### src/rtl/intrapred_pkg.sv
// Shared types and arithmetic for the intra-prediction / forward-transform path.
// butterfly4 works at a fixed wide width; callers pass the true operand width for sign extension.
package intrapred_pkg;

    localparam int unsigned RES_W_DEF  = 9;
    localparam int unsigned COEF_W_DEF = 16;
    localparam int unsigned BF_W       = 32;

    typedef enum logic [1:0] {
        BANK_EMPTY,
        BANK_FILLING,
        BANK_FULL,
        BANK_DRAINING
    } bank_state_e;

    typedef logic [3:0][BF_W-1:0] bf4_t;

    function automatic logic signed [BF_W-1:0] sext(input logic [BF_W-1:0] v, input int unsigned w);
        logic signed [BF_W-1:0] t;
        t = $signed(v << (BF_W - w));
        return t >>> (BF_W - w);
    endfunction

    // H.264 4-point forward core butterfly on w-bit signed inputs.
    function automatic bf4_t butterfly4(input bf4_t x, input int unsigned w);
        logic signed [BF_W-1:0] e0, e1, e2, e3;
        bf4_t h;
        e0 = sext(x[0], w) + sext(x[3], w);
        e1 = sext(x[1], w) + sext(x[2], w);
        e2 = sext(x[1], w) - sext(x[2], w);
        e3 = sext(x[0], w) - sext(x[3], w);
        h[0] = e0 + e1;
        h[1] = e3 + e3 + e2;
        h[2] = e0 - e1;
        h[3] = e3 - e2 - e2;
        return h;
    endfunction

endpackage

### src/rtl/fwdtrans_luma4x4_bank.sv
// One ping-pong bank: 4x4 grid of row-transformed values, blk tag and fill/drain state.
module fwdtrans_bank
    import intrapred_pkg::*;
#(
    parameter int unsigned H_W = 12
) (
    input  logic                    clk,
    input  logic                    reset,
    input  logic                    i_wr_en,
    input  logic [1:0]              i_wr_row,
    input  logic [3:0][H_W-1:0]     i_wr_data,
    input  logic [3:0]              i_wr_blk,
    input  logic                    i_rd_en,
    input  logic [1:0]              i_rd_row,
    output bank_state_e             o_state,
    output logic [3:0]              o_blk,
    output logic [3:0][3:0][H_W-1:0] o_data
);

    bank_state_e              r_state;
    bank_state_e              w_state_nxt;
    logic [3:0]               r_blk;
    logic [3:0][3:0][H_W-1:0] r_rows;

    // A new block's first row wins over the old block's last read on the same bank.
    always_comb begin
        w_state_nxt = r_state;
        if (i_wr_en) begin
            if (i_wr_row == 2'd0)      w_state_nxt = BANK_FILLING;
            else if (i_wr_row == 2'd3) w_state_nxt = BANK_FULL;
        end else if (i_rd_en) begin
            if (i_rd_row == 2'd0)      w_state_nxt = BANK_DRAINING;
            else if (i_rd_row == 2'd3) w_state_nxt = BANK_EMPTY;
        end
    end

    always_ff @(posedge clk or negedge reset) begin
        if (!reset) begin
            r_state <= BANK_EMPTY;
            r_blk   <= '0;
            r_rows  <= '0;
        end else begin
            r_state <= w_state_nxt;
            if (i_wr_en) begin
                r_rows[i_wr_row] <= i_wr_data;
                if (i_wr_row == 2'd0) r_blk <= i_wr_blk;
            end
        end
    end

    assign o_state = r_state;
    assign o_blk   = r_blk;
    assign o_data  = r_rows;

endmodule

### src/rtl/fwdtrans_luma4x4.sv
// Forward 4x4 luma core transform: row butterfly on entry into ping-pong banks,
// column butterfly on the draining bank selects the output row combinationally.
module fwdtrans_luma4x4
    import intrapred_pkg::*;
#(
    parameter int unsigned RES_W  = RES_W_DEF,
    parameter int unsigned COEF_W = COEF_W_DEF
) (
    input  logic                  clk,
    input  logic                  reset,
    input  logic                  in_valid,
    output logic                  in_ready,
    input  logic [4*RES_W-1:0]    in_row,
    input  logic [3:0]            in_blk,
    output logic                  out_valid,
    input  logic                  out_ready,
    output logic [4*COEF_W-1:0]   out_coef,
    output logic [1:0]            out_row,
    output logic [3:0]            out_blk
);

    localparam int unsigned H_W = RES_W + 3;

    logic                     r_wbank, r_rbank;
    logic [1:0]               r_wrow, r_rrow;
    logic                     w_in_fire, w_out_fire;
    logic [3:0][RES_W-1:0]    w_in_samp;
    logic [3:0][H_W-1:0]      w_wr_data;
    logic [3:0][COEF_W-1:0]   w_coef;
    bank_state_e              w_state [2];
    logic [3:0]               w_blk   [2];
    logic [3:0][3:0][H_W-1:0] w_data  [2];

    assign w_in_samp  = in_row;
    assign w_in_fire  = in_valid && in_ready;
    assign w_out_fire = out_valid && out_ready;
    assign in_ready   = !(w_state[r_wbank] inside {BANK_FULL, BANK_DRAINING});
    assign out_valid  = w_state[r_rbank] inside {BANK_FULL, BANK_DRAINING};
    assign out_coef   = w_coef;
    assign out_row    = r_rrow;
    assign out_blk    = w_blk[r_rbank];

    always_comb begin
        bf4_t v_x, v_h;
        v_x       = '0;
        w_wr_data = '0;
        for (int unsigned c = 0; c < 4; c++) v_x[2'(c)] = BF_W'(w_in_samp[2'(c)]);
        v_h = butterfly4(v_x, RES_W);
        for (int unsigned c = 0; c < 4; c++) w_wr_data[2'(c)] = v_h[2'(c)][H_W-1:0];
    end

    always_comb begin
        bf4_t v_col, v_y;
        v_col  = '0;
        v_y    = '0;
        w_coef = '0;
        for (int unsigned c = 0; c < 4; c++) begin
            for (int unsigned i = 0; i < 4; i++) v_col[2'(i)] = BF_W'(w_data[r_rbank][2'(i)][2'(c)]);
            v_y = butterfly4(v_col, H_W);
            w_coef[2'(c)] = v_y[r_rrow][COEF_W-1:0];
        end
    end

    for (genvar b = 0; b < 2; b++) begin : g_bank
        fwdtrans_bank #(.H_W(H_W)) u_bank (
            .clk       (clk),
            .reset     (reset),
            .i_wr_en   (w_in_fire && (r_wbank == 1'(b))),
            .i_wr_row  (r_wrow),
            .i_wr_data (w_wr_data),
            .i_wr_blk  (in_blk),
            .i_rd_en   (w_out_fire && (r_rbank == 1'(b))),
            .i_rd_row  (r_rrow),
            .o_state   (w_state[b]),
            .o_blk     (w_blk[b]),
            .o_data    (w_data[b])
        );
    end

    always_ff @(posedge clk or negedge reset) begin
        if (!reset) begin
            r_wbank <= 1'b0;
            r_rbank <= 1'b0;
            r_wrow  <= '0;
            r_rrow  <= '0;
        end else begin
            if (w_in_fire) begin
                r_wrow <= r_wrow + 2'd1;
                if (r_wrow == 2'd3) r_wbank <= ~r_wbank;
            end
            if (w_out_fire) begin
                r_rrow <= r_rrow + 2'd1;
                if (r_rrow == 2'd3) r_rbank <= ~r_rbank;
            end
        end
    end

endmodule

### config.mk
export PLATFORM = sky130hd
export DESIGN_NAME = fwdtrans_luma4x4
export DESIGN_NICKNAME = d
export VERILOG_FILES = /design/src/rtl/intrapred_pkg.sv /design/src/rtl/fwdtrans_luma4x4_bank.sv /design/src/rtl/fwdtrans_luma4x4.sv
export SDC_FILE = /design/constraint.sdc
export NUM_CORES = 2
export LEC_CHECK = 0
export CAP_MARGIN = 40
export CORE_ASPECT_RATIO = 1.1
export CORE_UTILIZATION = 65
export CTS_BUF_LIST = sky130_fd_sc_hd__clkbuf_16
export DETAILED_ROUTE_END_ITERATION = 16
export PLACE_DENSITY = 0.84
export SLEW_MARGIN = 30
export SYNTH_ARGS = -nofsm -noshare
export SYNTH_HDL_FRONTEND = slang
export SYNTH_SLANG_ARGS = --single-unit
export TNS_END_PERCENT = 1
### constraint.sdc
create_clock -name clk -period 10.82 [get_ports clk]
set_input_delay 3.246 -clock clk [delete_from_list [all_inputs] [get_ports clk]]
set_output_delay 3.246 -clock clk [all_outputs]
set_load 0.01 [all_outputs]
==> out/results.txt <==
status: complete, no violations
row cnt: 90
chip width: 228 um
clock latency at the later pin of the worst-skew pair: 0.57 ns
type of origin of the critical path: register
total CTS buffers: 40
final hold viol count: 0
FF+latch count, synth: 376
Avg Cell Area, Syn: 8.34 um^2
multi-input logic area: 24,800 um^2
num ports: 116
Fin Setup TNS: 0 ns
Core ar.: 55,300 um^2
DIE AREA: 57,300 um^2
Final Cycle Share: 93.2%
Max Root-Sink Buffers: 3
filler instances: 4,110
largest net degree at the start of global routing: 173
Pre-antenna DRT Iters: 6
Pins Over Slew Limit: 0
fin nets: 4,946
commonest non-fill, non-tap cells in the layout: o21ai_0 (525), ha_1 (464), inv_1 (454)
vias in the first global route: 30,300
# setup viols final: 0
mapped cell area: 36,600 um^2
HP Start: g_bank[0].u_bank.o_data[62]
Final Critical Period: 10.08 ns
CTS resizes: 0
total number of vias: 31,100
Placer Congestion: 0.939
R2R cell count: 4
slowest stage delay, CP: 0.92 ns
gr ovfl total: 0
share of the yosys chip area belonging to registers: 25.7%
Die Height: 251 um
Starting Density: 66.3%
placed cell count: 5,091
non-filler instance count after layout: 5,170
root buffer cell: clkbuf_16
Reg-to-Reg End: out_row[1]
HP Class: register to register
final WL: 92.1 mm
first-pass GRT wire length: 150 mm
Reg-to-Reg Start: r_rbank
Worst Hold Path EP: g_bank[0].u_bank.o_data[62]
start point of the critical path: r_rbank
gr usage total: 31.8%
CTS tree: yes
final worst slack: 0.740 ns
Max-Cap Viols: 0
Arr. time, crit path: 6.83 ns
H-tree levels: 2
Vias/cell: 6.02
share of synthesized registers carrying an async set or reset: 100%
critical path class: register to output pin
largest fanout on the critical path: 46
Syn Nets: 4,937
clock transition at the registers of the reported paths: 0.06 ns
Post-CTS Setup Bufs: 0
Slew HR: 40.5%
Post-synth EDFFs: 0
DRT iter0 DRCs: 2,480
Syn. warnings: 0
routed wire length per instance: 17.8 um
# hold bufs at CTS: 0
Yosys cell types: 88
Worst-Margin Slew: 0.886 ns
fmax: 99.2 MHz
clk_skew: 0.0307 ns
drt drc: 0
RSZ-0062 raised after global routing: no
crit path cell chain: buf_4 -> mux2i_1 -> inv_1 -> fa_1 -> a21oi_1 -> o21a_1 -> o21bai_1 -> a21oi_1 -> o21bai_1 -> a21oi_1 -> xnor2_1 -> ha_1 -> nand2_1 -> o31ai_1 -> a31oi_1 -> nand2b_1 -> a211o_1 -> a311oi_1 -> a21oi_1 -> clkdlybuf4s50_1
crit end category: output pin
FF-to-FF setup slack: 8.46 ns
WP data required: 7.57 ns
most used cell, CP: a21oi_1
CP max stage cell: dfrtp_4
antenna-violating nets left: 0
Setup WS pre-CTS: 1.48 ns
share of cells above drive strength 1: 6.63%
PortBufs: 115
initial antenna violation count: 1
commonest non-fill, non-tap cell in the layout: o21ai_0
Syn Inst Count: 4,394
hold path depth: 2
clock sinks: 376
Top FF cell, synth: dfrtp_1
register area: 9420 um^2
DP HPWL: 68.2 mm
area growth from synthesis to final layout: 8.45%
==> sequential cells by signal, summed over array words and instances, names as in the netlist <==
name                   cells
g_bank.u_bank.o_state      2
r_rbank                    1
g_bank.u_bank.o_data     360
out_row                    2
r_wbank                    1
g_bank.u_bank.o_blk        8
r_wrow                     2
==> synthesized netlist by cell type (all sizes together) (35+ instances only) <==
library cell / count / share of area (%)
xor2: 104 / 2.5
nor3: 71 / 0.98
nand2b: 64 / 1.1
nor2: 233 / 2.4
nand2: 447 / 4.6
o21a: 37 / 0.76
mux2: 126 / 3.9
ha: 464 / 16
dfrtp: 376 / 26
inv: 450 / 4.6
fa: 35 / 1.9
o21ai: 525 / 7.2
a21o: 66 / 1.4
mux2i: 110 / 3.0
nand3: 38 / 0.52
nor2b: 48 / 0.82
a211oi: 39 / 0.81
xnor2: 236 / 5.7
clkbuf: 158 / 1.6
a21oi: 280 / 3.8
o21bai: 78 / 1.6
==> layout make-up <==
class,count,area share (%)
Multi-Input combinational cell,3375,62.4
Sequential cell,376,23.7
Inverter,453,4.28
Timing Repair Buffer,157,4.08
Clock buffer,42,2.65
Tap cell,736,2.32
Clock inverter,30,0.548
Antenna cell,1,0.00630
==> how the worst max path moves through the flow <==
| stage | slack [ns] | endpoint |
|---|---|---|
| 6_report | 0.74 | out_coef[47] |
| 5_1_grt | 0.30 | out_coef[29] |
| 4_1_cts | 0.88 | out_coef[29] |
| 3_5_place_dp | 1.48 | out_coef[28] |
| 3_3_place_gp | 1.52 | out_coef[15] |
| 2_1_floorplan | 2.23 | out_coef[15] |
==> through the flow <==
stage	util [%]	hold WS, ns	area [um^2]
3_3_place_gp	69.1	0.455	38200
4_1_cts	71.7	0.478	39600
3_5_place_dp	69.4	0.465	38400
2_1_floorplan	-	0.444	36600
6_report	71.9	0.477	39700
5_1_grt	71.9	0.496	39700
==> worst max-delay path: cells and delay by family (launching register included) <==
family / cells / cell delay [ns]
buf+inv: 3 / 1.08
xor+xnor: 1 / 0.19
fa+ha+maj: 2 / 0.91
simple gates: 2 / 0.28
flops: 1 / 0.92
compound gates: 11 / 2.38
mux: 1 / 0.48
==> logic make-up (layout without fill, tap and decap cells) <==
| logic type | after synthesis | after routing | share of synthesized area, % |
|---|---|---|---|
| AO/OA/AOI/OAI | 1257 | 1257 | 20.7 |
| AND/OR/NAND/NOR | 1019 | 1019 | 12.6 |
| buffers and inverters | 643 | 682 | 6.75 |
| adder cells (fa/ha/maj) | 499 | 499 | 17.8 |
| flip-flops | 376 | 376 | 25.7 |
| XOR/XNOR | 348 | 348 | 8.65 |
| multiplexers | 252 | 252 | 7.86 |
| other | 0 | 1 | 0 |
==> metal layers <==
metal / global-route usage (%) / up-vias / share of wire [%]
met5: 0 / - / 0
met4: 11.7 / 0 / 3.2
met3: 3.63 / 172 / 5.3
met2: 55.5 / 990 / 48
met1: 40.6 / 14800 / 43
li1: - / 15200 / -
Power is left out: the tool's default activity adds up to more than one toggle a clock period on the data nets, which glitch-free logic cannot reach.
